`src/rtl/lfsr_pwm_mixer.sv`:
```
// Mixes up to three enabled LFSR noise channels into one 8-bit sample and
// plays it as a PWM waveform; inputs are latched only at PWM period boundaries.
module lfsr_pwm_mixer #(
  parameter int PRESCALE = 1,
  parameter int PRE_W    = 8
) (
  input  logic       clk,
  input  logic       reset,
  input  logic [7:0] lfsr1,
  input  logic [7:0] lfsr2,
  input  logic [7:0] lfsr3,
  input  logic       en1,
  input  logic       en2,
  input  logic       en3,
  output logic       pwm_out,
  output logic [7:0] duty,
  output logic [1:0] active,
  output logic       playing,
  output logic       sample_strobe
);

  localparam int DATA_W = 8;
  localparam int SUM_W  = DATA_W + 2;
  localparam int PROD_W = 17;
  localparam logic [PRE_W-1:0] PRE_LAST = PRE_W'(PRESCALE - 1);

  typedef enum logic {
    IDLE,
    PLAY
  } state_t;

  state_t              state_q;
  state_t              state_d;
  logic [PRE_W-1:0]    pre_cnt;
  logic [DATA_W-1:0]   pwm_cnt;
  logic                tick;
  logic                boundary;
  logic [DATA_W-1:0]   mix_p0;
  logic [1:0]          n_p0;

  function automatic logic [1:0] count_en(input logic ea, input logic eb, input logic ec);
    count_en = {1'b0, ea} + {1'b0, eb} + {1'b0, ec};
  endfunction

  // Averaging by channel count; the three-channel case approximates /3 as *85/256.
  function automatic logic [DATA_W-1:0] mix_sample(
    input logic [DATA_W-1:0] a,
    input logic [DATA_W-1:0] b,
    input logic [DATA_W-1:0] c,
    input logic              ea,
    input logic              eb,
    input logic              ec
  );
    logic [SUM_W-1:0]  sum;
    logic [PROD_W-1:0] prod;
    logic [1:0]        n;
    sum  = (ea ? {2'b00, a} : SUM_W'(0))
         + (eb ? {2'b00, b} : SUM_W'(0))
         + (ec ? {2'b00, c} : SUM_W'(0));
    n    = count_en(ea, eb, ec);
    prod = PROD_W'(sum) * PROD_W'(85);
    case (n)
      2'd0:    mix_sample = '0;
      2'd1:    mix_sample = DATA_W'(sum);
      2'd2:    mix_sample = DATA_W'(sum >> 1);
      default: mix_sample = DATA_W'(prod >> 8);
    endcase
  endfunction

  // Timebase: prescaler tick drives the 8-bit PWM counter
  assign tick     = (pre_cnt == PRE_LAST);
  assign boundary = tick && (pwm_cnt == 8'hFF);

  always_ff @(posedge clk or posedge reset) begin
    if (reset) begin
      pre_cnt <= '0;
      pwm_cnt <= '0;
    end else begin
      pre_cnt <= tick ? '0 : pre_cnt + PRE_W'(1);
      if (tick) pwm_cnt <= pwm_cnt + 8'd1;
    end
  end

  // Stage p0: mix of the inputs present in the current cycle
  assign mix_p0 = mix_sample(lfsr1, lfsr2, lfsr3, en1, en2, en3);
  assign n_p0   = count_en(en1, en2, en3);

  always_ff @(posedge clk or posedge reset) begin
    if (reset) state_q <= IDLE;
    else       state_q <= state_d;
  end

  always_comb begin
    state_d = state_q;
    if (boundary) begin
      case (state_q)
        IDLE:    if (n_p0 != 2'd0) state_d = PLAY;
        PLAY:    if (n_p0 == 2'd0) state_d = IDLE;
        default: state_d = IDLE;
      endcase
    end
  end

  assign playing = (state_q == PLAY);

  // Boundary latch and PWM compare; pwm_out uses pre-edge register values
  always_ff @(posedge clk or posedge reset) begin
    if (reset) begin
      duty          <= '0;
      active        <= '0;
      sample_strobe <= 1'b0;
      pwm_out       <= 1'b0;
    end else begin
      sample_strobe <= boundary;
      if (boundary) begin
        duty   <= mix_p0;
        active <= n_p0;
      end
      pwm_out <= playing && (pwm_cnt < duty);
    end
  end

endmodule

```
`config.mk`:
```
export PLATFORM = sky130hd
export DESIGN_NAME = lfsr_pwm_mixer
export DESIGN_NICKNAME = d
export VERILOG_FILES = /design/src/rtl/lfsr_pwm_mixer.sv
export SDC_FILE = /design/constraint.sdc
export NUM_CORES = 1
export LEC_CHECK = 0
export CORE_AREA = 2 2 96 98
export CTS_CLUSTER_DIAMETER = 200
export DETAILED_ROUTE_END_ITERATION = 8
export DIE_AREA = 0 0 98 100
export MAX_ROUTING_LAYER = met4
export PLACE_DENSITY = 0.72
export SKIP_CTS_REPAIR_TIMING = 1
export SYNTH_ARGS = -nofsm -noshare
export SYNTH_HDL_FRONTEND = slang
export SYNTH_SLANG_ARGS = --single-unit
```
`constraint.sdc`:
```
create_clock -name clk -period 2.6 [get_ports clk]
set_input_delay 0.52 -clock clk [delete_from_list [all_inputs] [get_ports clk]]
set_output_delay 0.52 -clock clk [all_outputs]
set_load 0.1 [all_outputs]
```
Word-level counts from Yosys, hierarchy flattened

Index checks and enable logic that the tools add are counted.

Add/sub/neg operators: 6
$mul: 1
Magnitude comparators: 1
Eq/ne operators: 3
Mux-type cells: 8
Bitwise operators: 1
Reductions and logical operators: 5

Operator list:

| kind                                                                 | count |
|---|---|
| 8-bit 2-to-1 mux                                                     | 4 |
| 8-bit case mux with 3 select lines                                   | 1 |
| 8-bit by 1-bit adder with 8-bit output, second input constant        | 2 |
| 10-bit by 7-bit multiplier with 16-bit output, second input constant | 1 |
| 9-bit by 8-bit adder with 10-bit output                              | 1 |
| 8-bit by 8-bit adder with 9-bit output                               | 1 |
| 8-bit == test, second input constant                                 | 1 |
| 8-bit zero test                                                      | 1 |
| 8-bit less-than comparator                                           | 1 |
| 1-bit by 1-bit adder with 2-bit output                               | 1 |
| 2-bit by 1-bit adder with 2-bit output                               | 1 |
| 2-bit by 1-bit == test with 1-bit output, second input constant      | 1 |
| 2-bit == test, second input constant                                 | 1 |
| 1-bit logical AND                                                    | 2 |
| 2-bit zero test                                                      | 1 |
| 1-bit 2-to-1 mux                                                     | 2 |
| 1-bit case mux with 2 select lines                                   | 1 |
| 2-bit nonzero test                                                   | 1 |
| 1-bit NOT                                                            | 1 |

Register bits after elaboration: 29
Input bits: 29
Output and inout bits: 13
Logic and storage cells: 32

Longest topological paths before layout

Gate-level depths: netlist (run 1).

Depth in word-level cells: 5
Depth in mapped cells: 24
Gate-level depth less buffers: 23

Worst setup path after synthesis (run 1)

OpenSTA, ideal clock, no wires.

Path kind: input -> register
Start point: in lfsr1[1]
End point: reg duty[7]
Library setup time: 69 ps
Arrival time: 5,730 ps
Data required time: 2,531 ps
Setup slack: -3,198 ps
Stages on the path: 23
Path buffers: 1
Cells stage by stage: and2_1 fa_1 ha_1 fa_1 a211oi_1 o21ai_1 a21oi_1 xnor2_1 inv_1 ha_1 inv_1 fa_1 inv_1 ha_1 ha_1 ha_1 buf_2 a21oi_1 nand2_1 a21o_1 a221o_1 or4_1 nand3_1

Cells in the longest elaborated chain, start to end: 5

Ends and longest elaborated chain:

| what                                          | line | RTL |
|---|---|---|
| from (decl)                                   | 9    | `input logic [7:0] lfsr1,` |
| 8-bit 2-to-1 mux *                            | 57   | `sum = (ea ? {2'b00, a} : SUM_W'(0))` |
| 8-bit by 8-bit adder with 9-bit output *      | 58   | `+ (eb ? {2'b00, b} : SUM_W'(0))` |
| 9-bit by 8-bit adder with 10-bit output *     | 59   | `+ (ec ? {2'b00, c} : SUM_W'(0));` |
| 10-bit by 7-bit multiplier with 16-bit output | 61   | `prod = PROD_W'(sum) * PROD_W'(85);` |
| 8-bit case mux with 3 select lines *          | 62   | `case (n)` |
| to (signal assigned)                          | 116  | `duty <= mix_p0;` |
| to (decl)                                     | 16   | `output logic [7:0] duty,` |

Every way passes the cells marked *; elsewhere a longest branch is shown, timed or not.
A chain may end at the register's enable or synchronous reset.

Final worst setup path (run 1)

Start point: in lfsr2[1]
End point: reg duty[7]

Cells in the longest elaborated chain, start to end: 5

Ends and longest elaborated chain:

| what                                          | line | RTL |
|---|---|---|
| from (decl)                                   | 10   | `input logic [7:0] lfsr2,` |
| 8-bit 2-to-1 mux *                            | 58   |  |
| 8-bit by 8-bit adder with 9-bit output *      | 58   |  |
| 9-bit by 8-bit adder with 10-bit output *     | 59   |  |
| 10-bit by 7-bit multiplier with 16-bit output | 61   |  |
| 8-bit case mux with 3 select lines *          | 62   |  |

Marked as above.

==> impl_metrics.yaml, run 1 <==
run_status:
  status: "finished, violations left"
  violations: "negative setup slack"
setup_path:
  worstPathArrival_ns: 5.57
  startpoint_type: "input pin"
  critPathLaunch: "lfsr2[1]"
  crit_type: "in -> reg"
  cp_max_fo: 3
  cp_data_required_time_ns: 2.82
  end_kind: "register"
  r2r_start: "pre_cnt[4]"
clocking:
  cts_root_buffer: "clkbuf_8"
  clock-sinks: 29
  clkSlewWorstSetupHoldPaths_ns: 0.06
  ctsHtreeMaxLevel: 2
  clock_path_buffers: 2
  insertion_delay_ns: 0.28
  tritoncts: "yes"
  cts_buffers: 5
synth:
  synth_edf_count: 0
  yosys_warnings: 0
  syn_avg_cell_area_um2: 8.73
  syn_area_um2: 3510
  yosys.area.top_type_share_pct: 20.7
  syn_nets: 505
  seq_area_frac_synth_pct: 20.7
  ys_top_cells_by_area: "dfrtp_1 21%, ha_1 19%, fa_1 11%"
  yosys_register_bits: 29
  synth_cell_types: 59
  synth_ff_type: "dfrtp_1"
  synthArstFlopShare_pct: 100
  syn_inst: 402
  synth_area_leader_cell: "dfrtp_1"
floorplanning:
  core_area_um2: 8890
  die_h_um: 100
  num_rows: 35
  io_pins: 42
  die_w_um: 98
  die_area_um2: 9800
  initial_core_util_pct: 39.5
layout:
  fillers: 736
  final_area_um2: 5260
  final_common_cell: "buf_4"
  layout.nets: 638
  final_cells: 647
  syn2layout_area_growth_pct: 49.9
  drive_gt1_share_pct: 37.5
  final_cell_mix: "103 x buf_4, 48 x inv_1, 38 x ha_1"
  antennaDiodeCount: 0
route:
  drc: 0
  initialDrtViolationCount: 113
  wl_per_cell_um: 14.7
  antenna_left: 0
  finalWirelength_um: 9520
  vias: 3409
  first_pass_iters: 4
  routed_via_density: 5.27
timing:
  fin_hold_ws_ns: 0.502
  final.setup.tns_ns: -19.95
  slew_headroom_pct: 75.4
  setup_viol: 8
  hold_violations: 0
  period_minus_slack_ns: 5.35
  rsz0062_at_grt: "true"
  tightest_slew_ns: 0.369
  fmax_mhz: 187
  fin_crit_sh_pct: 206
  finClkSkew_ns: 0.00302
  timing.final.ws_setup_ns: -2.75
  maxSlewViolCount: 0
global_route:
  grtUsageTotal_pct: 18.8
  grt_pass1_vias: 3320
  grt_pass1_wl_um: 14800
  antenna_found_initial: 0
  overflow: 0
  grt_max_degree: 30
placed_design:
  dpl.cell_count: 627
  gp_congestion: 0.912
  port_buffers: 41
  dpl_cell_area_um2: 4800
  hpwl_um: 7360
pwr:
  powerDensity_nw_per_um2: 1370
  p_leak_nw: 2.64
  max-vdd-ir-drop_v: 0.00116
  finalPower_mw: 7.21
min_path:
  min_from: "pre_cnt[7]"
  min-delay-path-class: "reg -> reg"
job:
  cap_viol_max_count: 0
## area by class of cell
cell class              instances  area [µm²]  area share [%]
well taps                     111         139            2.64
repair buffers                136        1150            21.8
clock buffers                   7        86.3            1.64
multi-input cells             304        2910            55.3
clock inverters                 1        30.0           0.570
flip-flops and latches         29         726            13.8
inverters                      59         221            4.21
## flip-flops by register name, indices dropped and copies added, names as in the netlist
signal	cells
active	2
duty	8
playing	1
pre_cnt	8
pwm_cnt	8
pwm_out	1
sample_strobe	1
## per-stage QoR
step | utilization, % | setup WS, ns
after global placement | 54.0 | -3.38
after global routing | 59.2 | -2.92
after floorplan | - | -2.69
after CTS | 55.3 | -3.22
after detailed placement | 54.0 | -3.48
final | 59.2 | -2.75
## routing by layer
metal | routed length (µm) | GRT usage, %
met4 | 123 | 3.85
met5 | 0 | -
met2 | 5010 | 33.2
met1 | 4030 | 23.6
met3 | 354 | 1.67
## final timing paths
check	depth (start not counted)	endpoint	slack (ns)
max in group asynchronous	3	duty[6]	1.71
min in group asynchronous	3	sample_strobe	0.61
worst max register to register	6	duty[7]	0.66
worst max-delay path	23	duty[7]	-2.75
worst min-delay path	1	pre_cnt[7]	0.50
worst min register to register	1	pre_cnt[7]	0.50
## kinds of logic after synthesis
family	after synthesis	share of synthesized area, %
xor gates and xnor gates	25	6.24
AOI/OAI and AO/OA	84	16.7
buffers and inverters	69	7.80
muxes	4	1.21
DFF	29	20.7
adders and majority gates	74	30.6
and+or+nand+nor	117	16.7
## cells in the mapped netlist, types with 4 or more instances
master,number
a31oi_1,6
a211oi_1,7
and2_1,8
clkbuf_1,5
inv_1,59
xnor2_1,17
xor2_1,8
ha_1,54
nand3_1,8
o21ai_0,16
and3_1,5
nor2b_1,4
fa_1,20
a21o_1,8
a21oi_1,12
o211ai_1,6
nand2b_1,4
nand4_1,6
nor2_1,29
nand2_1,34
dfrtp_1,29
## where the power goes
group,switching (mW),leakage [nW],internal [mW],total (mW)
Clock,0.173,0.0585,0.312,0.485
Combinational,3.11,2.23,3.16,6.27
Sequential,0,0.354,0.451,0.451
Total,3.29,2.64,3.92,7.21
## critical path: stages
cell and delay, ns:
dlymetal6s2s_1 0.13, and2_4 0.16, fa_1 0.49, ha_4 0.19
fa_2 0.36, a21o_1 0.20, a21oi_2 0.20, buf_4 0.15
xnor2_2 0.10, inv_1 0.08, fa_1 0.49, inv_2 0.10
ha_4 0.13, inv_2 0.04, fa_1 0.54, inv_2 0.05
ha_4 0.21, or3_1 0.38, o21ai_2 0.07, a21oi_2 0.05
a221o_1 0.32, or4_1 0.52, nand3_1 0.09
No activity file was read; power rests on OpenSTA's default activity.
==> run 2, diff against run 1 <==
--- a/config.mk
+++ b/config.mk
@@ -9,8 +9,9 @@
 export CTS_CLUSTER_DIAMETER = 200
 export DETAILED_ROUTE_END_ITERATION = 8
 export DIE_AREA = 0 0 98 100
+export DONT_BUFFER_PORTS = 1
 export MAX_ROUTING_LAYER = met4
-export PLACE_DENSITY = 0.72
+export PLACE_DENSITY = 0.65
 export SKIP_CTS_REPAIR_TIMING = 1
 export SYNTH_ARGS = -nofsm -noshare
 export SYNTH_HDL_FRONTEND = slang
==> run 2 against run 1 <==
Net effect: the run still ends with negative setup slack left; hold slack worse by 0.0038 ns; routed wire length down 7.7%; power down 0.78%; cell count down 7.1%; clock power down 1%; sequential cell count unchanged; non-clock buffer count down 46; combinational power down 0.8%; highest routed layer unchanged.
==> impl_metrics.yaml, run 2 (synthesis results as in run 1) <==
run_status:
  violations: "negative setup slack"
  status: "finished, violations left"
pwr:
  max-vdd-ir-drop_v: 0.000965
  powerDensity_nw_per_um2: 1490
  p_leak_nw: 2.36
clocking:
  ctsHtreeMaxLevel: 2
  tritoncts: "yes"
  cts_root_buffer: "clkbuf_8"
  insertion_delay_ns: 0.28
  clock-sinks: 29
  clkSlewWorstSetupHoldPaths_ns: 0.06
  cts_buffers: 5
  clock_path_buffers: 2
timing:
  period_minus_slack_ns: 5.10
  tightest_slew_ns: 0.894
  finClkSkew_ns: 0.00482
  hold_violations: 0
  setup_viol: 8
  maxSlewViolCount: 0
  rsz0062_at_grt: "true"
  slew_headroom_pct: 40.4
  timing.final.ws_setup_ns: -2.50
  fmax_mhz: 196
  fin_hold_ws_ns: 0.498
  fin_crit_sh_pct: 196
setup_path:
  crit_type: "in -> reg"
  cp_top_family: "adder cells"
  r2r_start: "pre_cnt[4]"
  ff2ff_path_depth: 6
  path_buf_inv: 2
  end_kind: "register"
  slowest_stage: "fa_1"
  cp_data_required_time_ns: 2.82
  worstPathArrival_ns: 5.32
  cp_max_fo: 3
  r2r_setup_slack_ns: 0.59
  r2r_end: "duty[7]"
  cp_cell_sequence: "and2_4 > fa_1 > ha_2 > fa_2 > a21o_1 > a21oi_4 > xnor2_2 > ha_1 > ha_4 > xnor2_1 > ha_1 > inv_1 > fa_1 > inv_2 > ha_4 > or3_4 > o21ai_2 > a21oi_2 > a221o_1 > or4_4 > nand3_2"
  crit_cells: 21
  startpoint_type: "input pin"
  crit_path_max_incr_delay_ns: 0.49
floorplanning:
  die_w_um: 98
  core_area_um2: 8890
  die_h_um: 100
  initial_core_util_pct: 39.5
  io_pins: 42
  die_area_um2: 9800
  num_rows: 35
layout:
  antennaDiodeCount: 0
  fillers: 798
  layout.nets: 592
  reg_top3: "duty (8), pre_cnt (8), pwm_cnt (8)"
  final_common_cell: "buf_4"
  syn2layout_area_growth_pct: 37.0
  drive_gt1_share_pct: 34.9
  final_cell_mix: "86 x buf_4, 50 x inv_1, 40 x ha_1"
route:
  drc: 0
  first_pass_iters: 4
  initialDrtViolationCount: 111
  wl_per_cell_um: 14.6
  antenna_left: 0
  vias: 3167
  routed_via_density: 5.27
  finalWirelength_um: 8790
placed_design:
  post-place-ws_ns: -2.80
  port_buffers: 0
  gp_congestion: 0.829
  hpwl_um: 7110
min_path:
  min_from: "pre_cnt[7]"
  hold_end: "pre_cnt[7]"
  min_path_cells: 1
  min-delay-path-class: "reg -> reg"
global_route:
  grtUsageTotal_pct: 17.9
  grt_pass1_vias: 3053
  antenna_found_initial: 0
  grt_max_degree: 29
  grt_pass1_wl_um: 14000
  overflow: 0
job:
  cap_viol_max_count: 0
run 2: cell type report:
class                           count  area [µm²]  area share, %
Sequential cell                    29         726           15.1
Multi-Input combinational cell    304        2920           60.7
Timing Repair Buffer               90         689           14.3
Clock inverter                      1        30.0          0.624
Clock buffer                        7        86.3           1.79
Inverter                           59         221           4.60
Tap cell                          111         139           2.89
run 2: worst reg2reg max path: cells and delay by family (launching register included):
kind / cells / cell delay [ns]
flip-flops: 1 / 0.42
AND/OR/NAND/NOR: 6 / 1.53
run 2: through the flow:
stage / cell area, µm² / utilization, % / setup TNS, ns / instances / total power [mW]
floorplan: 3730 / - / -19.08 / 402 / 4.11
global placement: 4430 / 49.9 / -20.97 / 587 / 5.53
detailed placement: 4430 / 49.9 / -21.27 / 587 / 5.62
CTS: 4550 / 51.2 / -18.97 / 595 / 6.16
global route: 4810 / 54.1 / -19.61 / 601 / 7.78
finish: 4810 / 54.1 / -18.37 / 601 / 7.15
run 2: worst max path at each step:
stage,from,to,slack [ns]
floorplan,lfsr3[1],duty[7],-2.69
global placement,lfsr1[2],duty[7],-2.75
detailed placement,lfsr1[2],duty[7],-2.80
CTS,lfsr1[2],duty[7],-2.51
global route,lfsr2[1],duty[7],-2.63
finish,lfsr2[1],duty[7],-2.50
run 2: where the power goes:
part           switching [mW]  total [mW]  internal, mW
clock                   0.166       0.478         0.312
combinational            3.07        6.22          3.15
sequential                  0       0.451         0.451
run 2: metal layers:
metal  part of all wire (%)  global-route usage [%]  wire, µm  up-vias
met4                    1.2                    4.49       104        0
met3                    2.6                    2.16       230       10
met1                     47                    23.8      4110     1536
li1                       -                       -         -     1565
met2                     49                    29.3      4340       56
met5                      0                       -         0        -
==> run 3, diff against run 2 <==
--- a/config.mk
+++ b/config.mk
@@ -12,7 +12,6 @@
 export DONT_BUFFER_PORTS = 1
 export MAX_ROUTING_LAYER = met4
 export PLACE_DENSITY = 0.65
-export SKIP_CTS_REPAIR_TIMING = 1
 export SYNTH_ARGS = -nofsm -noshare
 export SYNTH_HDL_FRONTEND = slang
 export SYNTH_SLANG_ARGS = --single-unit
==> run 3 against run 2 <==
Net effect: the run still ends with negative setup slack left; critical path depth stayed put; sequential cell count stayed put; die area stayed put; largest cell class unchanged.
==> impl_metrics.yaml, run 3 (synthesis results as in run 1) <==
setup_path:
  crit_type: "in -> reg"
  cp_data_required_time_ns: 2.82
  worstPathArrival_ns: 5.32
  cp_max_fo: 3
  startpoint_type: "input pin"
  end_kind: "register"
global_route:
  antenna_found_initial: 0
  overflow: 0
  grtUsageTotal_pct: 18.3
  grt_pass1_vias: 3100
  grt_pass1_wl_um: 14300
  grt_max_degree: 29
floorplanning:
  core_area_um2: 8890
  initial_core_util_pct: 39.5
  die_area_um2: 9800
  io_pins: 42
  die_h_um: 100
  die_w_um: 98
  num_rows: 35
placed_design:
  port_buffers: 0
  post-place-ws_ns: -2.80
  gp_congestion: 0.829
  hpwl_um: 7110
timing:
  tightest_slew_ns: 0.894
  final.setup.tns_ns: -18.54
  period_minus_slack_ns: 5.11
  hold_violations: 0
  rsz0062_at_grt: "true"
  maxSlewViolCount: 0
  slew_headroom_pct: 40.4
  setup_viol: 8
  timing.final.ws_setup_ns: -2.51
  fin_crit_sh_pct: 196
  finClkSkew_ns: 0.00453
  fmax_mhz: 196
layout:
  antennaDiodeCount: 0
  fillers: 790
  final_cell_mix: "92 x buf_4, 52 x inv_1, 36 x ha_1"
  seq_area_um2: 726
  final_common_cell: "buf_4"
  reg_top3: "duty (8), pre_cnt (8), pwm_cnt (8)"
  multiInputGateArea_um2: 2980
  layout.nets: 600
  syn2layout_area_growth_pct: 40.8
  drive_gt1_share_pct: 36.7
clocking:
  cts_buffers: 5
  clock-sinks: 29
  ctsHtreeMaxLevel: 2
  cts_root_buffer: "clkbuf_8"
  tritoncts: "yes"
  clkSlewWorstSetupHoldPaths_ns: 0.06
  clock_path_buffers: 2
  insertion_delay_ns: 0.28
route:
  finalWirelength_um: 8950
  routed_via_density: 5.27
  vias: 3208
  wl_per_cell_um: 14.7
  antenna_left: 0
  drc: 0
  initialDrtViolationCount: 112
  first_pass_iters: 4
pwr:
  p_int_mw: 4.30
  p_leak_nw: 2.40
  switching_share_pct: 43.9
  finalPower_mw: 7.65
  p_seq_share_pct: 5.9
  max-vdd-ir-drop_v: 0.00102
  powerDensity_nw_per_um2: 1550
  clkPwrFrac_pct: 6.2
  p_sw_mw: 3.36
  p_comb_share_pct: 87.9
run_status:
  violations: "negative setup slack"
  status: "finished, violations left"
job:
  cap_viol_max_count: 0
min_path:
  min-delay-path-class: "reg -> reg"
-- run 3: changes by cell type in the layout (fill, tap and decap cells not counted), sizes merged --
cell | before | now
buf | 89 | 97
-- run 3: final timing paths --
path / start / end / slack [ns] / cells after the start
max: lfsr2[1] / duty[7] / -2.51 / 21
max in group asynchronous: reset / pre_cnt[2] / 1.56 / 3
min in group asynchronous: reset / sample_strobe / 0.52 / 2
max reg2reg: pre_cnt[4] / duty[7] / 0.62 / 6
min: pre_cnt[7] / pre_cnt[7] / 0.50 / 1
min reg2reg: pre_cnt[7] / pre_cnt[7] / 0.50 / 1
-- run 3: through the flow --
step | utilization [%] | instances | instance area (µm²) | hold WS, ns
finish | 55.6 | 609 | 4940 | 0.498
floorplan | - | 402 | 3730 | 0.464
CTS | 52.7 | 597 | 4680 | 0.501
global route | 55.6 | 609 | 4940 | 0.525
detailed placement | 49.9 | 587 | 4430 | 0.262
global placement | 49.9 | 587 | 4430 | 0.260
-- run 3: critical path, cell delays in order --
cell and delay, ns:
and2_4 0.14, fa_1 0.49, ha_2 0.22, fa_2 0.40, a21o_1 0.20, a21oi_4 0.19, xnor2_2 0.15, ha_1 0.28
ha_4 0.28, xnor2_1 0.08, ha_1 0.28, inv_1 0.05, fa_1 0.51, inv_2 0.05, ha_4 0.15, or3_4 0.37
o21ai_2 0.07, a21oi_2 0.06, a221o_1 0.34, or4_4 0.43, nand3_2 0.07
-- run 3: layout make-up --
cell class	count	area share [%]
Clock buffer	7	1.75
Clock inverter	1	0.608
Inverter	59	4.48
Multi-Input combinational cell	304	60.3
Sequential cell	29	14.7
Tap cell	111	2.81
Timing Repair Buffer	98	15.4
-- run 3: repair_timing --
action	4_1_cts	5_1_grt
endpoints found under the hold margin	1	0
hold buffers	1	0
endpoints found under the setup margin	8	8
gates resized for setup	24	29
buffers inserted	1	12
gates cloned	0	0
pin swaps	19	33
-- run 3: power groups by stage --
stage               registers, mW  logic [mW]  clock network (mW)
floorplan                   0.460        3.65                   0
global placement            0.460        5.07                   0
detailed placement          0.460        5.16                   0
CTS                         0.451        5.78               0.489
global route                0.451        7.36               0.507
finish                      0.451        6.73               0.478
-- run 3: metal layers --
layer | GRT usage, % | vias up | wire length (µm)
li1 | - | 1583 | -
met1 | 24.6 | 1553 | 4100
met2 | 30.3 | 62 | 4510
met3 | 2.02 | 10 | 237
met4 | 3.74 | 0 | 106
met5 | - | - | 0
